[src/rtl/fetch_pc_seq_if.sv]
// Fetch PC sequencer bus: backend redirect, branch-select feedback and fetch-group outputs.
// Signal names match the legacy port list so the instantiating fetch stage needs no renaming.
interface fetch_pc_seq_if;
  logic        flush_i;
  logic [31:0] flushDest_i;
  logic        ifReady_i;
  logic        validTake_i;
  logic [31:0] validDest_i;
  logic        needDelaySlot_i;

  logic        fetchReq_o;
  logic [31:0] fetchPC_o;
  logic [31:0] fifthPC_o;
  logic [3:0]  originEnable_o;
  logic        dsPending_o;

  modport slave (
    input  flush_i, flushDest_i, ifReady_i, validTake_i, validDest_i, needDelaySlot_i,
    output fetchReq_o, fetchPC_o, fifthPC_o, originEnable_o, dsPending_o
  );

  modport master (
    output flush_i, flushDest_i, ifReady_i, validTake_i, validDest_i, needDelaySlot_i,
    input  fetchReq_o, fetchPC_o, fifthPC_o, originEnable_o, dsPending_o
  );
endinterface

[src/rtl/fetch_pc_seq.sv]
// Fetch PC sequencer: steps 16-byte fetch groups, follows predicted branches and
// inserts a delay-slot-only group when the taken branch sits in the last slot.
module fetch_pc_seq (
  input logic           clk,
  input logic           rst,
  fetch_pc_seq_if.slave bus
);

  localparam logic [0:0] RUN     = 1'b0;
  localparam logic [0:0] WAIT_DS = 1'b1;

  localparam logic [31:0] RESET_PC = 32'hBFC0_0000;

  logic [0:0]  state;
  logic [31:0] fetch_pc;
  logic [31:0] saved_dest;
  logic        fetch_req;
  logic        accept;
  logic        take_with_ds;
  logic [31:0] fifth_pc;
  logic [3:0]  origin_enable;

  assign accept       = fetch_req & bus.ifReady_i;
  assign take_with_ds = bus.validTake_i & bus.needDelaySlot_i;
  assign fifth_pc     = {fetch_pc[31:4] + 28'd1, 4'b0000};

  always_comb begin
    origin_enable = 4'b1111;
    if (state == WAIT_DS) begin
      origin_enable = 4'b0001;
    end else begin
      unique case (fetch_pc[3:2])
        2'b00:   origin_enable = 4'b1111;
        2'b01:   origin_enable = 4'b1110;
        2'b10:   origin_enable = 4'b1100;
        default: origin_enable = 4'b1000;
      endcase
    end
  end

  // Flush outranks any coincident accept; the saved branch target is dropped with it.
  always_ff @(posedge clk or negedge rst) begin
    if (!rst) begin
      state      <= RUN;
      fetch_pc   <= RESET_PC;
      saved_dest <= '0;
      fetch_req  <= 1'b0;
    end else begin
      fetch_req <= 1'b1;
      if (bus.flush_i) begin
        fetch_pc   <= bus.flushDest_i;
        saved_dest <= '0;
        state      <= RUN;
      end else if (accept) begin
        if (state == WAIT_DS) begin
          fetch_pc <= saved_dest;
          state    <= RUN;
        end else if (take_with_ds) begin
          fetch_pc   <= fifth_pc;
          saved_dest <= bus.validDest_i;
          state      <= WAIT_DS;
        end else begin
          fetch_pc <= bus.validDest_i;
        end
      end
    end
  end

  assign bus.fetchReq_o     = fetch_req;
  assign bus.fetchPC_o      = fetch_pc;
  assign bus.fifthPC_o      = fifth_pc;
  assign bus.originEnable_o = origin_enable;
  assign bus.dsPending_o    = (state == WAIT_DS);

endmodule

[src/flat_wrapper.sv]
// flat-port wrapper written by rule: the top's interface ports become plain ports
module fetch_pc_seq_flat 
  (clk, rst, bus_flush_i, bus_flushDest_i, bus_ifReady_i, bus_validTake_i, bus_validDest_i, bus_needDelaySlot_i, bus_fetchReq_o, bus_fetchPC_o, bus_fifthPC_o, bus_originEnable_o, bus_dsPending_o);
  fetch_pc_seq_if bus_i ();
  input logic clk;
  input logic rst;
  input wire logic [$bits(bus_i.flush_i)-1:0] bus_flush_i;
  input wire logic [$bits(bus_i.flushDest_i)-1:0] bus_flushDest_i;
  input wire logic [$bits(bus_i.ifReady_i)-1:0] bus_ifReady_i;
  input wire logic [$bits(bus_i.validTake_i)-1:0] bus_validTake_i;
  input wire logic [$bits(bus_i.validDest_i)-1:0] bus_validDest_i;
  input wire logic [$bits(bus_i.needDelaySlot_i)-1:0] bus_needDelaySlot_i;
  output wire logic [$bits(bus_i.fetchReq_o)-1:0] bus_fetchReq_o;
  output wire logic [$bits(bus_i.fetchPC_o)-1:0] bus_fetchPC_o;
  output wire logic [$bits(bus_i.fifthPC_o)-1:0] bus_fifthPC_o;
  output wire logic [$bits(bus_i.originEnable_o)-1:0] bus_originEnable_o;
  output wire logic [$bits(bus_i.dsPending_o)-1:0] bus_dsPending_o;
  assign bus_i.flush_i = bus_flush_i;
  assign bus_i.flushDest_i = bus_flushDest_i;
  assign bus_i.ifReady_i = bus_ifReady_i;
  assign bus_i.validTake_i = bus_validTake_i;
  assign bus_i.validDest_i = bus_validDest_i;
  assign bus_i.needDelaySlot_i = bus_needDelaySlot_i;
  assign bus_fetchReq_o = bus_i.fetchReq_o;
  assign bus_fetchPC_o = bus_i.fetchPC_o;
  assign bus_fifthPC_o = bus_i.fifthPC_o;
  assign bus_originEnable_o = bus_i.originEnable_o;
  assign bus_dsPending_o = bus_i.dsPending_o;
  fetch_pc_seq u_core (.clk(clk), .rst(rst), .bus(bus_i));
endmodule
[config.mk]
export PLATFORM = sky130hd
export DESIGN_NAME = fetch_pc_seq_flat
export DESIGN_NICKNAME = d
export VERILOG_FILES = /design/src/rtl/fetch_pc_seq_if.sv /design/src/rtl/fetch_pc_seq.sv /design/src/flat_wrapper.sv
export SDC_FILE = /design/constraint.sdc
export NUM_CORES = 1
export LEC_CHECK = 0
export CORE_MARGIN = 2
export CORE_UTILIZATION = 50
export DETAILED_ROUTE_END_ITERATION = 8
export MAX_ROUTING_LAYER = met4
export PLACE_DENSITY_LB_ADDON = 0.25
export SYNTH_ARGS = -nofsm -noshare
export SYNTH_HDL_FRONTEND = slang
export SYNTH_SLANG_ARGS = --single-unit
[constraint.sdc]
create_clock -name clk -period 3.6 [get_ports clk]
set_clock_uncertainty 0.1 [all_clocks]
set_input_delay 0.72 -clock clk [delete_from_list [all_inputs] [get_ports clk]]
set_output_delay 0.72 -clock clk [all_outputs]
set_load 0.01 [all_outputs]
; Word level (Yosys, flattened, before mapping)
; Cells that the tools add are included.
; W data, S select, Z words.
[op_classes]
n_bitwise = 2
eq_ne = 3
n_reduce_logical = 4
mux = 14
n_addsub = 1
[op_table]
columns = operator, count
row1 = $mux W32, 8
row2 = $add A28 B1 Y28 const B, 1
row3 = $pmux W3 S3, 1
row4 = $mux W1, 4
row5 = $mux W4, 1
row6 = $reduce_bool A2 Y1, 2
row7 = $reduce_and A3 Y1, 1
row8 = $and A1 B1 Y1, 2
row9 = $eq A2 B1 Y1 const B, 1
row10 = $eq A2 B2 Y1 const B, 1
row11 = $logic_not A2 Y1, 1
row12 = $ne A2 B2 Y1 const B, 1
[totals]
input_bits = 70
word_cells = 28
reg_bits = 66
out_inout_bits = 70

; Longest topological paths before layout
; Gate-level depths: netlist of run 1.
[depth]
ltp_word = 5
mapped_depth = 7
ltp_nobuf = 6

; Worst setup path after synthesis of run 1
; OpenSTA, ideal clock, no wires.
[synth_path]
path_kind = register to output
start = reg u_core.fetch_pc[4] (netlist: u_core.bus.fetchPC_o[4])
end = out bus_fifthPC_o[22]
t_arrival_ns = 1.806
t_required_ns = 2.780
path_stages_with_launch = 6
n_path_buf = 0
slack_ns = 0.974
path_cell_list = dfrtp_1 > ha_1 > nand4_1 > or3_1 > o31a_1 > or2_1
[synth_via]
elab_chain_len = 1
[synth_rtl]
columns = item, line
row1 = "start, declared", fetch_pc_seq.sv:15  ; logic [31:0] fetch_pc;
row2 = "start signal, assigned", fetch_pc_seq.sv:51  ; fetch_pc <= bus.flushDest_i;
row3 = "start signal, assigned", fetch_pc_seq.sv:56  ; fetch_pc <= saved_dest;
row4 = "start signal, assigned", fetch_pc_seq.sv:59  ; fetch_pc <= fifth_pc;
row5 = $add A28 B1 Y28, fetch_pc_seq.sv:25  ; assign fifth_pc = {fetch_pc[31:4] + 28'd1, 4'b0000};
row6 = "end, declared", flat_wrapper.sv:15  ; output wire logic [$bits(bus_i.fifthPC_o)-1:0] bus_fifthPC_o;
; No other way between the ends.

; Worst setup path in the final report of run 1
[layout_path]
start = reg u_core.fetch_pc[13] (netlist: u_core.bus.fetchPC_o[13])
end = out bus_fifthPC_o[23]
; The elaborated chain is that of the path after synthesis.

==> results of run 1 <==
-- through the flow --
step / hold WS (ns) / cell area [um^2] / setup WS, ns / power, mW
5_1_grt: 0.3577 / 5852 / -0.01897 / 2.211
2_1_floorplan: 0.3244 / 4209 / 0.9736 / 1.132
3_5_place_dp: 0.4046 / 5615 / 0.3799 / 1.476
3_3_place_gp: 0.3964 / 5615 / 0.4398 / 1.465
6_report: 0.3124 / 5852 / 0.09747 / 2.126
4_1_cts: 0.3264 / 5821 / 0.04155 / 2.123
-- cells in the mapped netlist, types with 3 or more instances --
cell type	n	share of area
xnor2_1	15	0.031
or3_1	5	0.0075
mux2i_1	5	0.012
xor2_1	5	0.010
nand4_1	6	0.0089
nand3_1	19	0.023
nor3_1	11	0.013
clkbuf_1	29	0.026
inv_1	8	0.0072
o211ai_1	8	0.014
nor4_1	5	0.0075
a31oi_1	15	0.022
and4_1	5	0.010
and3_1	14	0.021
dfrtp_1	57	0.34
nand2_1	120	0.11
a31o_2	3	0.0063
buf_4	6	0.011
or2_2	5	0.0075
buf_1	8	0.0072
a311oi_1	3	0.0063
o21ai_0	30	0.036
nor2_1	42	0.038
a221oi_1	3	0.0063
a21oi_1	69	0.082
dfstp_2	9	0.056
-- timing repair --
action	4_1_cts	5_1_grt
setup buffers	0	1
hold buffers	0	0
endpoints found under the setup margin	1	4
hold endpoints to repair	0	0
gates resized for setup	1	7
-- area by class of cell --
| class | instances | area, um^2 | area share |
|---|---|---|---|
| Clock buffer | 10 | 137.6 | 0.02352 |
| Clock inverter | 6 | 66.31 | 0.01133 |
| Inverter | 8 | 30.03 | 0.005131 |
| Tap cell | 105 | 131.4 | 0.02245 |
| Timing Repair Buffer | 151 | 1474 | 0.2519 |
| Multi-Input combinational cell | 429 | 2345 | 0.4007 |
| Sequential cell | 66 | 1668 | 0.2850 |
-- worst reg2reg max path, delay by kind of cell, from the launching register on --
family | cells | cell delay (ns)
DFF | 1 | 0.64
and+or+nand+nor | 3 | 0.52
buffers and inverters | 3 | 0.93
AOI/OAI and AO/OA | 1 | 0.15
-- layer usage --
layer	share of wire	GRT usage	up-vias
met5	0	-	-
met4	0.028	0.1452	0
met3	0.090	0.05929	39
met2	0.47	0.5268	255
met1	0.41	0.4263	2206
li1	-	-	2160
-- cell usage in the layout (no fill, tap or decap), types with 3 or more instances in the layout --
master | netlist | routed
clkinvlp_4 | 0 | 3
o21ai_0 | 30 | 30
clkdlybuf4s50_1 | 0 | 133
and4_1 | 5 | 5
or2_2 | 5 | 5
nor4_1 | 5 | 3
dfrtp_2 | 0 | 4
nor2_1 | 42 | 41
dfstp_2 | 9 | 9
nand3_1 | 19 | 19
nand2_1 | 120 | 120
and3_1 | 14 | 14
or3_1 | 5 | 4
nor3_1 | 11 | 11
conb_1 | 2 | 5
a31oi_1 | 15 | 15
a31o_2 | 3 | 3
a221oi_1 | 3 | 3
o211ai_1 | 8 | 8
dfrtp_1 | 57 | 53
xor2_1 | 5 | 5
a311oi_1 | 3 | 3
buf_4 | 6 | 15
xnor2_1 | 15 | 15
mux2i_1 | 5 | 5
nand4_1 | 6 | 6
clkbuf_8 | 0 | 10
a21oi_1 | 69 | 69
inv_1 | 8 | 8
-- sequential cells by signal (all words and copies together), names as in the netlist --
signal	flops
u_core.bus.fetchPC_o	32
u_core.bus.dsPending_o	1
u_core.saved_dest	32
u_core.bus.fetchReq_o	1
-- power groups by stage --
stage                     combinational, mW  clock (mW)  sequential, mW
after floorplan                       0.246           0           0.886
after global placement                0.581           0           0.884
after detailed placement              0.588           0           0.888
after CTS                             0.592       0.657           0.875
after global routing                  0.642       0.681           0.887
final                                 0.596       0.651           0.879
-- final timing paths --
path                                          start                       end  slack (ns)  cells past startpoint
min in group clk              u_core.saved_dest[26]  u_core.bus.fetchPC_o[26]        0.41                      2
setup reg to reg             u_core.bus.dsPending_o      u_core.saved_dest[2]        1.17                      7
setup / recovery           u_core.bus.fetchPC_o[13]         bus_fifthPC_o[23]         0.1                      5
max in group asynchronous                       rst  u_core.bus.fetchPC_o[27]        2.37                      2
hold / removal                                  rst  u_core.bus.fetchPC_o[21]        0.31                      1
hold reg to reg               u_core.saved_dest[26]  u_core.bus.fetchPC_o[26]        0.41                      2
-- logic make-up (layout without fill, tap and decap cells) --
| logic type | after synthesis | after routing | synth area share |
|---|---|---|---|
| AND/OR/NAND/NOR | 248 | 248 | 0.2796 |
| AO/OA/AOI/OAI | 150 | 150 | 0.2125 |
| flip-flops | 66 | 66 | 0.3961 |
| buffers and inverters | 53 | 175 | 0.05335 |
| XOR/XNOR | 20 | 20 | 0.04173 |
| multiplexers | 5 | 5 | 0.01192 |
| other | 2 | 5 | 0.001789 |
| adder cells (fa/ha/maj) | 1 | 1 | 0.002980 |
==> metrics, run 1 <==
ys async rst share 1.000; Int Power approximately 1.4 mW; Setup TNS 0 ns; Yosys reg bits 66; Switching Power just under 0.7 mW; Seq/Total Area, Yosys 0.3961; pin count of the biggest net entering global routing 40; Iter 0 DRT Violations about 400; final std cells w/o fill 775; fillcell total 660; Mapped Avg Cell Area 7.702 um^2; number of synthesized flops with an enable pin 0; Skew-Pair Late Insertion Delay 0.35 ns; antenna cells 0; Netlist cell types 57; Final Max Tran Viols 0; chip width 95.63 um; YS warnings 0; worst slew pin tran a little under 0.9 ns; worst path bufs/invs 1; critical path class register to primary output; num ports 140; vias in the first global route 4,531; height of the die around 96 um; Data arrival, critical path 2.68 ns; clk sinks 66; DRT antenna net count 0; via/cell ratio about 6; worst min path class input port to async pin; min Tclk post-route ~3.5 ns; Final Setup Violations 0; CTS Buf Count 9; Reg clk slew, reported paths 0.07 ns; TritonRoute pass-1 iters 5; global route overflow 0; cell area power density about 360 nW/um^2; antenna violations before repair 0; startpoint types register; Gate power share 0.280; fin crit share 0.9729; CTS max path bufs 2; drt drc 0; fmax 0.2855 GHz; mapped cell area 4198 um^2; IO Port Bufs 135; TritonCTS clock tree built; clk root buf clkbuf_8; crit-path leading delay family simple AND/OR/NAND/NOR gates; crit-path max cell delay between 0.5 and 0.6 ns; Pleak roughly 2.3 nW; H-tree Lvls 3; total number of vias 4,660; Final nets roughly 740; total global-route track usage 0.3355; Final Wtd Congestion 0.9302; fraction of power consumed by sequential logic 0.414; status complete, no violations; area of the die 9144 um^2; detailed-route wire length around 15 mm; Worst slew margin 0.4192; Slowest-stage cell, CP or4_4; initial core utilization 0.5135; critical path peak fanout 7; Layout area overhead 39.40%; Critical Path, Cell by Cell nand4_4, or4_4, o31a_1, or2_2, clkdlybuf4s50_1; peak supply drop approximately 0.19 mV; Sw Ratio 0.3183; Post-Syn Instances 545; Top FF cell, synth dfrtp_1; Rows 33; clock share of power 0.306; final core utilization 0.7158; Inst Count DP 758; Final Hold Vio Count 0; core box area 8175 um^2; worst path required time about 2.8 ns; layout cell share with drive strength beyond 1 0.09851; detailed placement HPWL 10.21 mm; # Max-Cap Violations 0; Avg WL per Cell roughly 19 um; CP endpoint kind primary output; first-pass GRT wire length 22.68 mm
Power figures use the tool's default switching activity.
==> inputs of run 2 (changes only) <==
--- a/config.mk
+++ b/config.mk
@@ -5,7 +5,6 @@
 export SDC_FILE = /design/constraint.sdc
 export NUM_CORES = 1
 export LEC_CHECK = 0
-export CORE_MARGIN = 2
 export CORE_UTILIZATION = 50
 export DETAILED_ROUTE_END_ITERATION = 8
 export MAX_ROUTING_LAYER = met4
==> run 2 against run 1 <==
Compared with the run above:
- clock-buffer cell count up 4
- core utilization down 0.37 points
- final cell count unchanged
- clock power down 7.5%
- sequential share of layout area up 0.10 points
- largest power group unchanged
==> metrics, run 2 (same netlist as run 1, synthesis figures left out) <==
CTS max path bufs 2; Pleak about 2.3 nW; Iter 0 DRT Violations 452; Layout area overhead 38.69%; IO Port Bufs 135; core box area 8175 um^2; Rows 33; fraction of power consumed by sequential logic 0.423; Final Max Tran Viols 0; startpoint types register; final instance area 5822 um^2; Final nets 736; TritonRoute pass-1 iters 5; total number of vias 4,678; Final Hold Vio Count 0; chip width 93.63 um; Sw Ratio 0.3167; most frequent cells in the layout clkdlybuf4s50_1 (133), nand2_1 (120), a21oi_1 (69), dfrtp_1 (55), nor2_1 (41); Gate power share 0.286; critical path peak fanout 5; clock share of power 0.291; Data arrival, critical path 2.68 ns; Final Wtd Congestion about 0.95; vias in the first global route 4,473; cell area power density 355.7 nW/um^2; antenna violations before repair 0; drt drc 0; TritonCTS clock tree built; CTS Buf Count 9; fmax 0.2856 GHz; pin count of the biggest net entering global routing 67; cts-stage hold buffer count 0; Final Setup Violations 0; H-tree Lvls 3; Reg clk slew, reported paths 0.08 ns; Switching Power around 0.66 mW; Placed Area 5603 um^2; worst path required time 2.78 ns; clk root buf clkbuf_8; detailed placement HPWL between 9 and 10 mm; initial core utilization 0.5135; height of the die 93.63 um; Int Power 1.415 mW; clk sinks 66; critical path class register to primary output; most common cell after layout, fill and taps aside clkdlybuf4s50_1; status complete, no violations; total global-route track usage 0.3426; via/cell ratio 6.036; CP endpoint kind primary output; DRT antenna net count 0; detailed-route wire length 14.06 mm; Min Hold Slack roughly 0.42 ns; peak supply drop ~0.20 mV; worst min path class register to register; area of the die 8766 um^2; # Max-Cap Violations 0; fin crit share 0.9727; first-pass GRT wire length 22.50 mm; num ports 140; global route overflow 0; Worst slew margin 0.4015; min Tclk post-route 3.502 ns; Skew-Pair Late Insertion Delay between 0.3 and 0.4 ns; antenna cells 0; layout cell share with drive strength beyond 1 0.09254; worst slew pin tran about 0.90 ns; Avg WL per Cell 18.14 um
run 2: cell count changes in the layout (fill, tap and decap cells not counted), sizes merged:
cell / before / now
clkbuf: 10 / 14
clkinvlp: 3 / 0
bufinv: 1 / 0
run 2: final timing paths:
kind | from | endpoint | slack (ns) | depth (start not counted)
max | u_core.bus.fetchPC_o[5] | bus_fifthPC_o[22] | 0.1 | 6
min reg2reg | u_core.saved_dest[22] | u_core.bus.fetchPC_o[22] | 0.42 | 2
max in group asynchronous | rst | u_core.bus.fetchPC_o[4] | 2.31 | 2
min in group asynchronous | rst | u_core.bus.fetchPC_o[21] | 0.44 | 2
max reg2reg | u_core.bus.fetchPC_o[10] | u_core.bus.fetchPC_o[30] | 1.28 | 5
min | u_core.saved_dest[22] | u_core.bus.fetchPC_o[22] | 0.42 | 2
run 2: per-stage QoR:
step | util | setup slack, ns | setup TNS (ns) | power (mW) | cells
6_report | 0.7121 | 0.09812 | 0 | 2.071 | 775
5_1_grt | 0.7121 | -0.01908 | -0.03552 | 2.145 | 775
4_1_cts | 0.7077 | 0.01592 | 0 | 2.063 | 774
3_5_place_dp | 0.6853 | 0.3979 | 0 | 1.470 | 758
3_3_place_gp | 0.6853 | 0.4486 | 0 | 1.461 | 758
2_1_floorplan | - | 0.9736 | 0 | 1.132 | 548
run 2: repair_timing:
action                     4_1_cts  5_1_grt
setup buffers                    0        1
setup endpoints to repair        0        5
resized for setup                0        6
run 2: critical path, cell delays in order, from the launching register on:
cell	delay (ns)
dfrtp_1	0.42
ha_1	0.25
nand4_1	0.24
or3_4	0.42
o31a_1	0.30
or2_1	0.24
clkdlybuf4s50_1	0.48
run 2: final cells by class:
type | instances | area (um^2)
Inverter | 8 | 30.03
Clock buffer | 14 | 172.7
Timing Repair Buffer | 151 | 1461
Clock inverter | 2 | 10.01
Tap cell | 105 | 131.4
Fill cell | 686 | 2354
Sequential cell | 66 | 1665
Multi-Input combinational cell | 429 | 2351
run 2: power groups by stage:
| stage | combinational [mW] | clock, mW | sequential [mW] |
|---|---|---|---|
| 2_1_floorplan | 0.246 | 0 | 0.886 |
| 3_3_place_gp | 0.580 | 0 | 0.882 |
| 3_5_place_dp | 0.585 | 0 | 0.885 |
| 4_1_cts | 0.588 | 0.603 | 0.872 |
| 5_1_grt | 0.638 | 0.624 | 0.884 |
| 6_report | 0.593 | 0.602 | 0.876 |
run 2: metal layers:
layer	wire (um)	vias up	GRT usage
met2	6751	273	0.5509
met5	0	-	-
met3	1267	26	0.04472
met4	243	0	0.1282
li1	-	2160	-
met1	5796	2219	0.4435
==> inputs of run 3 (changes only) <==
--- a/config.mk
+++ b/config.mk
@@ -8,7 +8,7 @@
 export CORE_UTILIZATION = 50
 export DETAILED_ROUTE_END_ITERATION = 8
 export MAX_ROUTING_LAYER = met4
-export PLACE_DENSITY_LB_ADDON = 0.25
+export PLACE_DENSITY = 0.9
 export SYNTH_ARGS = -nofsm -noshare
 export SYNTH_HDL_FRONTEND = slang
 export SYNTH_SLANG_ARGS = --single-unit
==> constraint.sdc (replaced) <==
create_clock -name clk -period 3.6 [get_ports clk]
set_clock_uncertainty 0.1 [all_clocks]
set_input_delay 0.9 -clock clk [delete_from_list [all_inputs] [get_ports clk]]
set_output_delay 0.9 -clock clk [all_outputs]
set_load 0.01 [all_outputs]
==> run 3 against run 2 <==
Compared with the run above:
- core utilization is 3.6 points higher
- critical path depth stayed put
- power is 18% higher
- critical path type unchanged
- combinational power is 9.3% higher
- via count is 6.2% higher
==> metrics, run 3 (same netlist as run 1, synthesis figures left out) <==
layout cell share with drive strength beyond 1 0.1325; multi-input logic area 2367 um^2; Placed Area 5653 um^2; cell area power density roughly 400 nW/um^2; final std cells w/o fill slightly below 800; register area ~1700 um^2; fmax 0.2786 GHz; Sw Ratio 0.2886; Pleak 2.476 nW; fin crit share 0.9971; CP endpoint kind primary output; clock share of power 0.375; height of the die 93.63 um; Inst Count DP 763; Data arrival, critical path 2.59 ns; total global-route track usage 0.3626; most common cell after layout, fill and taps aside clkdlybuf4s50_1; final instance area 6112 um^2; CTS Buf Count 9; first-pass GRT wire length 23.54 mm; DRT antenna net count 0; H-tree Lvls 3; clk sinks between 60 and 70; Slowest-stage cell, CP or4_4; critical path peak fanout 6; detailed-route wire length 15.63 mm; crit-path max cell delay 0.59 ns; # Max-Cap Violations 0; Rows 33; Switching Power 0.7048 mW; core box area 8175 um^2; drt drc 0; peak supply drop 0.2595 mV; detailed placement HPWL 10.20 mm; fraction of power consumed by sequential logic 0.359; Gate power share 0.266; pre-CTS setup slack ~0.20 ns; Skew-Pair Late Insertion Delay 0.36 ns; critical path class register to primary output; Layout area overhead 45.60%; worst slew pin tran 0.8056 ns; initial core utilization 0.5135; min Tclk post-route between 3 and 4 ns; Worst Slack Setup Final 0.01037 ns; Avg WL per Cell 19.73 um; TritonCTS clock tree built; worst path required time between 2 and 3 ns; worst min path class register to register; status complete, no violations; final core utilization 0.7476; Critical Path, Cell by Cell buf_4, nand2_2, or4_4, o21a_1, or2_2, clkdlybuf4s50_1; vias in the first global route 4,782; CTS max path bufs 2; Final nets 753; Final Max Tran Viols 0; Final Setup Violations 0; IO Port Bufs ~140; Final Hold Vio Count 0; num ports 140; Final Wtd Congestion 0.9220; total number of vias 4,969; Min Hold Slack approximately 0.42 ns; Reg clk slew, reported paths 0.08 ns; clk root buf clkbuf_8; most frequent cells in the layout clkdlybuf4s50_1 (131), nand2_1 (119), a21oi_1 (69), dfrtp_1 (47), nor2_1 (41); chip width between 90 and 100 um; antenna violations before repair 0; global route overflow 0; Iter 0 DRT Violations between 500 and 600; fillcell total around 570; startpoint types register; via/cell ratio 6.274; TritonRoute pass-1 iters 5; Int Power 1.737 mW; area of the die 8766 um^2; pin count of the biggest net entering global routing 39; Worst slew margin 0.4629; antenna cells 0
run 3: power groups by stage:
stage          logic [mW]  registers [mW]  clock network [mW]
3_3_place_gp        0.583           0.881                   0
3_5_place_dp        0.592           0.886                   0
4_1_cts             0.617           0.872               0.915
5_1_grt             0.685           0.882               0.945
2_1_floorplan       0.246           0.886                   0
6_report            0.648           0.877               0.916
run 3: worst paths after layout:
| path | from | end | slack (ns) | cells after the start |
|---|---|---|---|---|
| worst max-delay path | u_core.bus.fetchPC_o[4] | bus_fifthPC_o[19] | 0.01 | 6 |
| worst min-delay path | u_core.saved_dest[22] | u_core.bus.fetchPC_o[22] | 0.42 | 2 |
| worst max register to register | u_core.bus.fetchPC_o[4] | u_core.bus.fetchPC_o[30] | 1.39 | 7 |
| worst min register to register | u_core.saved_dest[22] | u_core.bus.fetchPC_o[22] | 0.42 | 2 |
| max in group asynchronous | rst | u_core.bus.fetchPC_o[31] | 2.14 | 2 |
| min in group asynchronous | rst | u_core.saved_dest[1] | 0.51 | 1 |
run 3: through the flow:
step	setup TNS (ns)	total power, mW
global route	-0.09483	2.512
global placement	0	1.464
finish	0	2.442
CTS	0	2.404
floorplan	0	1.132
detailed placement	0	1.479
run 3: final cells by class:
type / instances / area share
inverter: 8 / 0.004913
multi-input combinational: 429 / 0.3873
timing repair buffer: 168 / 0.2649
tap: 105 / 0.02149
sequential: 66 / 0.2741
clock inverter: 7 / 0.02702
clock buffer: 9 / 0.02027
run 3: critical path, delay by kind of cell, from the launching register on:
kind,cells,cell delay [ns]
compound gates,1,0.20
simple gates,3,0.99
buf+inv,2,0.61
flops,1,0.42
run 3: routing by layer:
| metal | GRT usage | vias up | part of all wire |
|---|---|---|---|
| met5 | - | - | 0 |
| met4 | 0.2000 | 0 | 0.048 |
| met3 | 0.07480 | 86 | 0.10 |
| met2 | 0.5748 | 374 | 0.48 |
| met1 | 0.4326 | 2329 | 0.37 |
| li1 | - | 2180 | - |
run 3: what timing repair did:
item / in CTS / in global routing
hold buffers: 0 / 0
setup buffers: 5 / 8
resized for setup: 10 / 10
pin swaps: 1 / 3
endpoints found under the setup margin: 10 / 10
